<file path="src/rtl/vga_timing_gen.sv">
// Parametrised video timing generator: sync, data-enable, coordinates and line/frame strobes.
// Optional colour-bar test pattern on rgb_o when VGA_TEST_PATTERN_EN is defined.
module vga_timing_gen #(
    parameter int unsigned H_VISIBLE = 640,
    parameter int unsigned H_FRONT   = 16,
    parameter int unsigned H_SYNC    = 96,
    parameter int unsigned H_BACK    = 48,
    parameter int unsigned V_VISIBLE = 480,
    parameter int unsigned V_FRONT   = 10,
    parameter int unsigned V_SYNC    = 2,
    parameter int unsigned V_BACK    = 33,
    parameter bit          HSYNC_POL = 1'b0,
    parameter bit          VSYNC_POL = 1'b0,
    parameter int unsigned CNT_W     = 12
) (
    input  logic             clk_i,
    input  logic             rst_i,
    input  logic             ce_i,
    output logic             hsync_o,
    output logic             vsync_o,
    output logic             de_o,
    output logic [CNT_W-1:0] x_o,
    output logic [CNT_W-1:0] y_o,
    output logic             line_start_o,
    output logic             frame_start_o,
    output logic [23:0]      rgb_o
);

    localparam int unsigned HTotal = H_SYNC + H_BACK + H_VISIBLE + H_FRONT;
    localparam int unsigned VTotal = V_SYNC + V_BACK + V_VISIBLE + V_FRONT;

    localparam logic [CNT_W-1:0] HLast     = CNT_W'(HTotal - 1);
    localparam logic [CNT_W-1:0] VLast     = CNT_W'(VTotal - 1);
    localparam logic [CNT_W-1:0] HSyncEnd  = CNT_W'(H_SYNC);
    localparam logic [CNT_W-1:0] VSyncEnd  = CNT_W'(V_SYNC);
    localparam logic [CNT_W-1:0] HActStart = CNT_W'(H_SYNC + H_BACK);
    localparam logic [CNT_W-1:0] HActEnd   = CNT_W'(H_SYNC + H_BACK + H_VISIBLE);
    localparam logic [CNT_W-1:0] VActStart = CNT_W'(V_SYNC + V_BACK);
    localparam logic [CNT_W-1:0] VActEnd   = CNT_W'(V_SYNC + V_BACK + V_VISIBLE);

    logic [CNT_W-1:0] h_cnt_q, h_cnt_d;
    logic [CNT_W-1:0] v_cnt_q, v_cnt_d;
    logic             hsync_q, hsync_d;
    logic             vsync_q, vsync_d;
    logic             de_q, de_d;
    logic [CNT_W-1:0] x_q, x_d;
    logic [CNT_W-1:0] y_q, y_d;
    logic             line_start_q, line_start_d;
    logic             frame_start_q, frame_start_d;
    logic             h_wrap, v_wrap, hact, vact;

    always_comb begin
        h_wrap  = (h_cnt_q == HLast);
        v_wrap  = (v_cnt_q == VLast);
        h_cnt_d = h_wrap ? '0 : h_cnt_q + CNT_W'(1);
        v_cnt_d = v_cnt_q;
        if (h_wrap) begin
            v_cnt_d = v_wrap ? '0 : v_cnt_q + CNT_W'(1);
        end

        // Outputs decode the current count; they appear one ce-cycle later.
        hact          = (h_cnt_q >= HActStart) && (h_cnt_q < HActEnd);
        vact          = (v_cnt_q >= VActStart) && (v_cnt_q < VActEnd);
        de_d          = hact & vact;
        x_d           = de_d ? (h_cnt_q - HActStart) : '0;
        y_d           = de_d ? (v_cnt_q - VActStart) : '0;
        hsync_d       = (h_cnt_q < HSyncEnd) ? HSYNC_POL : ~HSYNC_POL;
        vsync_d       = (v_cnt_q < VSyncEnd) ? VSYNC_POL : ~VSYNC_POL;
        line_start_d  = (h_cnt_q == '0);
        frame_start_d = (h_cnt_q == '0) && (v_cnt_q == '0);
    end

    always_ff @(posedge clk_i) begin
        if (rst_i) begin
            h_cnt_q       <= '0;
            v_cnt_q       <= '0;
            hsync_q       <= ~HSYNC_POL;
            vsync_q       <= ~VSYNC_POL;
            de_q          <= 1'b0;
            x_q           <= '0;
            y_q           <= '0;
            line_start_q  <= 1'b0;
            frame_start_q <= 1'b0;
        end else if (ce_i) begin
            h_cnt_q       <= h_cnt_d;
            v_cnt_q       <= v_cnt_d;
            hsync_q       <= hsync_d;
            vsync_q       <= vsync_d;
            de_q          <= de_d;
            x_q           <= x_d;
            y_q           <= y_d;
            line_start_q  <= line_start_d;
            frame_start_q <= frame_start_d;
        end
    end

    assign hsync_o       = hsync_q;
    assign vsync_o       = vsync_q;
    assign de_o          = de_q;
    assign x_o           = x_q;
    assign y_o           = y_q;
    assign line_start_o  = line_start_q;
    assign frame_start_o = frame_start_q;

`ifdef VGA_TEST_PATTERN_EN
    localparam int unsigned BarW = ((H_VISIBLE / 8) == 0) ? 1 : (H_VISIBLE / 8);

    logic [CNT_W-1:0] bar_idx;
    logic [2:0]       bar;
    logic [23:0]      rgb_q, rgb_d;

    // Bar is derived from x_d so rgb lands in the same cycle as de/x/y.
    always_comb begin
        bar_idx = x_d / CNT_W'(BarW);
        bar     = (bar_idx > CNT_W'(7)) ? 3'd7 : bar_idx[2:0];
        unique case (bar)
            3'd0:    rgb_d = 24'hFFFFFF;
            3'd1:    rgb_d = 24'hFFFF00;
            3'd2:    rgb_d = 24'h00FFFF;
            3'd3:    rgb_d = 24'h00FF00;
            3'd4:    rgb_d = 24'hFF00FF;
            3'd5:    rgb_d = 24'hFF0000;
            3'd6:    rgb_d = 24'h0000FF;
            default: rgb_d = 24'h000000;
        endcase
        if (!de_d) begin
            rgb_d = 24'h000000;
        end
    end

    always_ff @(posedge clk_i) begin
        if (rst_i) begin
            rgb_q <= '0;
        end else if (ce_i) begin
            rgb_q <= rgb_d;
        end
    end

    assign rgb_o = rgb_q;
`else
    assign rgb_o = 24'h000000;
`endif

endmodule

</file>
<file path="config.mk">
export PLATFORM = sky130hd
export DESIGN_NAME = vga_timing_gen
export DESIGN_NICKNAME = d
export VERILOG_FILES = /design/src/rtl/vga_timing_gen.sv
export SDC_FILE = /design/constraint.sdc
export NUM_CORES = 1
export LEC_CHECK = 0
export ABC_AREA = 1
export CAP_MARGIN = 30
export CORE_MARGIN = 1
export CORE_UTILIZATION = 30
export CTS_CLUSTER_SIZE = 10
export DETAILED_ROUTE_END_ITERATION = 12
export GPL_TIMING_DRIVEN = 0
export SETUP_SLACK_MARGIN = 0.05
export SLEW_MARGIN = 20
export SYNTH_ARGS = -nofsm -noshare
export SYNTH_HDL_FRONTEND = slang
export SYNTH_SLANG_ARGS = --single-unit
</file>
<file path="constraint.sdc">
create_clock -name clk_i -period 4.2 [get_ports clk_i]
set_clock_uncertainty 0.2 [all_clocks]
set_input_delay 0.42 -clock clk_i [delete_from_list [all_inputs] [get_ports clk_i]]
set_output_delay 0.42 -clock clk_i [all_outputs]
set_load 0.005 [all_outputs]
</file>
==> results summary <==
Of the post-synthesis cell area, the dominant cell type holds 0.3578. After detailed routing, the number of remaining DRC violations is 0. Counting the buffers created by CTS gives 5. The residual antenna-violating net count after detailed routing is 0. The minimum setup slack among reg-to-reg paths came out at 2.15 ns. The worst setup path is captured at a flop. Detailed placement ended at an HPWL of approximately 5300 um. The clock passes through at most 2 buffers. The critical path start-end classification is reg2reg. The global-route wire length before repair is 11,500 um. The maximum number of pins on one net before global-route repair is 16.

Clock-pin slew was measured on the worst setup and hold paths at 0.09 ns. Setup repair after global routing left no endpoint under its margin. The endpoint required time on the critical path came out at approximately 4.2 ns. The initial antenna violation count came out at 0.

The worst endpoint data arrival time came out at about 2.1 ns. The max-slew headroom at the worst pin came out at 0.5785. The run finished with clean final reports.

By count the netlist is led by nand2_1 (128), dfxtp_1 (53), nor2_1 (43), a21oi_1 (39), inv_1 (34). The core region area came out at 9415 sq um. For this configuration, the core starts out at a cell density of 0.3150.

The I/O pin total is 56. The area enclosed by the die boundary came out at 10,290 sq um. The net count reported at finish is 501. The share of final-layout standard cells stronger than drive strength 1 came out at 0.1141. The register bit total from synthesis is 53. The number of antenna cells inserted came out at 0. The die is 101.4 um tall.

The pin slew with the least headroom to its limit is 0.6322 ns. After detailed routing, the total wire length is approximately 6900 um. The post-cts resize count is 0. The stage delay of the slowest cell on the critical path is between 0.4 and 0.5 ns. TritonCTS built the clock tree. The cell leakage power came out at ~1.5 nW.

The setup fix buffers added after clock tree synthesis came out at 0. Along the worst path, the maximum fanout reaches 10. The final count of hold timing violations came out at 0. The total global routing overflow is 0. The average size of a mapped cell is 6.864 sq um. Max-cap violations in this run came to 0.

The maximum level of the CTS H-tree is 2. The worst setup timing slack at the placement stage is between 2 and 2.5 ns. The Yosys warning count is 0. Once layout is done, the placed cells without fillers occupy ~3600 sq um. Walking the worst path, the cells encountered are inv_1 -> ha_1 -> nand2_2 -> nand2_2 -> nand2_2 -> inv_1 -> nand2_1 -> nand2_1 -> nor2_4 -> buf_6 -> nand2_1 -> a21oi_1.

The post-synthesis cell count is 432. At the end of routability-driven placement, the weighted congestion stood at 0.8958. The number of endpoints failing setup at the final stage came out at 0.

The family of cells with the greatest summed delay on the critical path is simple AND/OR/NAND/NOR gates. Across all layers, the routed design uses 2,653 vias. The post-layout minimum cycle time is 2.046 ns.

The pre-antenna-repair detailed-routing pass consisted of 4 iterations. The netlist uses 28 different library cells. The number of rows in the core area came out at 35.

The ratio of total power to cell area is 252.2 nW/um^2. In the final routed layout, each cell accounts on average for 11.13 um. Sorting the synthesized cells by area gives the leading types as dfxtp_1 (36%), nand2_1 (16%), buf_4 (6.8%), a21oi_1 (6.6%), nor2_1 (5.4%).

The fill cell total of the finished layout is about 1.0k. The async set or reset register ratio after synthesis came out at 0. The number of global-route vias before repair came to approximately 2.4k.

The worst voltage drop across the vdd grid came out at between 0.1 and 0.15 mV. Setup slack closes at 2.154 ns. The min-delay analysis places its worst path in the category reg2reg. The placed cell area came out at 3503 sq um. The average via count per standard cell came out at 4.279. For this run, the leading register cell type out of synthesis is dfxtp_1. The final count of pins violating max slew is 0. The combined area of all synthesized cells came out at 2965 sq um. CTS placed an instance of clkbuf_8 at the clock tree root. The most instantiated library cell after synthesis is nand2_1. For this run, the total global-route usage over all layers was measured as 0.1417. The largest individual stage delay along the critical path comes from the cell dfxtp_1. Timing would allow up to 488.7 MHz.

The number of violations reported at the end of detailed-routing iteration 0 came out at 207. The critical path contains buffers and inverters numbering 3 combined. The relative area change from synthesis to final layout came out at 21.65%. The number of buffers inserted by port buffering came out at 29.

The insertion delay of the later-clocked pin in the worst-skew pair came out at 0.30 ns. The synthesized design spends more area on one cell type than any other, namely dfxtp_1. The floorplan step set the die width to about 100 um. Adding up every negative setup slack in the final design gives 0 ns. The final critical-path share of the clock period came out at 0.4872. The worst setup path is launched from a flop. The total of hold buffers inserted after clock tree synthesis came out at 0. The number of clock sinks is 53. The sequential area share after synthesis came out at 0.3578. In this run, synthesis inferred 0 flip-flops with an integrated enable.
## metal layers
metal	vias to the layer above	global-route usage	part of all wire
met4	0	0.04236	0.014
met1	1158	0.2076	0.52
met5	-	0	0
li1	1424	-	-
met2	63	0.2130	0.41
met3	8	0.02139	0.054
## cells by family after synthesis
kind of cell	synth area share
simple gates	0.3270
fa+ha+maj	0.02953
xor+xnor	0.05316
buf+inv	0.1473
flops	0.3578
other cells	0.001265
compound gates	0.08397
## sequential cells by signal, indices dropped and copies added (netlist names)
signal,count
v_cnt_q,12
vsync_o,1
de_o,1
line_start_o,1
hsync_o,1
h_cnt_q,12
x_o,12
frame_start_o,1
y_o,12
## worst paths after layout
kind                                start  cells after the start                   end
setup / recovery  h_cnt_q[4]$_SDFFE_PP0P_                     12   y_o[5]$_SDFFE_PP0P_
hold reg to reg      y_o[10]$_SDFFE_PP0P_                      2  y_o[10]$_SDFFE_PP0P_
setup reg to reg  h_cnt_q[4]$_SDFFE_PP0P_                     12   y_o[5]$_SDFFE_PP0P_
hold / removal       y_o[10]$_SDFFE_PP0P_                      2  y_o[10]$_SDFFE_PP0P_
## tightest hold or removal path: stages, from the launching register on
cell and delay [ns]:
dfxtp_1 0.32, nand2_1 0.06, nor2_1 0.04
## through the flow
stage | std cells | util | power, W | hold slack (ns)
2_1_floorplan | 455 | - | 0.0005667 | 0.2355
3_3_place_gp | 613 | 0.3721 | 0.0005827 | 0.2278
3_5_place_dp | 613 | 0.3721 | 0.0005832 | 0.2423
4_1_cts | 620 | 0.3831 | 0.0009211 | 0.2457
5_1_grt | 620 | 0.3831 | 0.0009542 | 0.2530
6_report | 620 | 0.3831 | 0.0009098 | 0.2501
## power by group
group	total, W	internal, W	switching [W]
Sequential	0.000510	0.000507	0.00000358
Clock	0.000337	0.000174	0.000164
Combinational	0.0000618	0.0000273	0.0000345
## final cells by class
| type | instances | area, sq um | area share |
|---|---|---|---|
| timing repair buffer | 29 | 290.3 | 0.08047 |
| clock inverter | 2 | 35.03 | 0.009712 |
| clock buffer | 5 | 68.82 | 0.01908 |
| tap | 129 | 161.4 | 0.04475 |
| sequential | 53 | 1061 | 0.2941 |
| inverter | 38 | 142.6 | 0.03954 |
| multi-input combinational | 322 | 1554 | 0.4308 |
| buffer | 42 | 294.0 | 0.08151 |
## layout by cell type (no fill, tap or decap), types with 9 or more instances in the layout
| cell | netlist | final |
|---|---|---|
| dfxtp_1 | 53 | 53 |
| nand3_1 | 22 | 22 |
| clkdlybuf4s50_1 | 0 | 29 |
| inv_1 | 34 | 34 |
| nand2_1 | 128 | 128 |
| buf_4 | 27 | 27 |
| nor2_1 | 43 | 43 |
| conb_1 | 1 | 24 |
| a21oi_1 | 39 | 39 |
| xor2_1 | 18 | 18 |
| nand4_1 | 9 | 9 |
(Power assumes the default switching activity.)
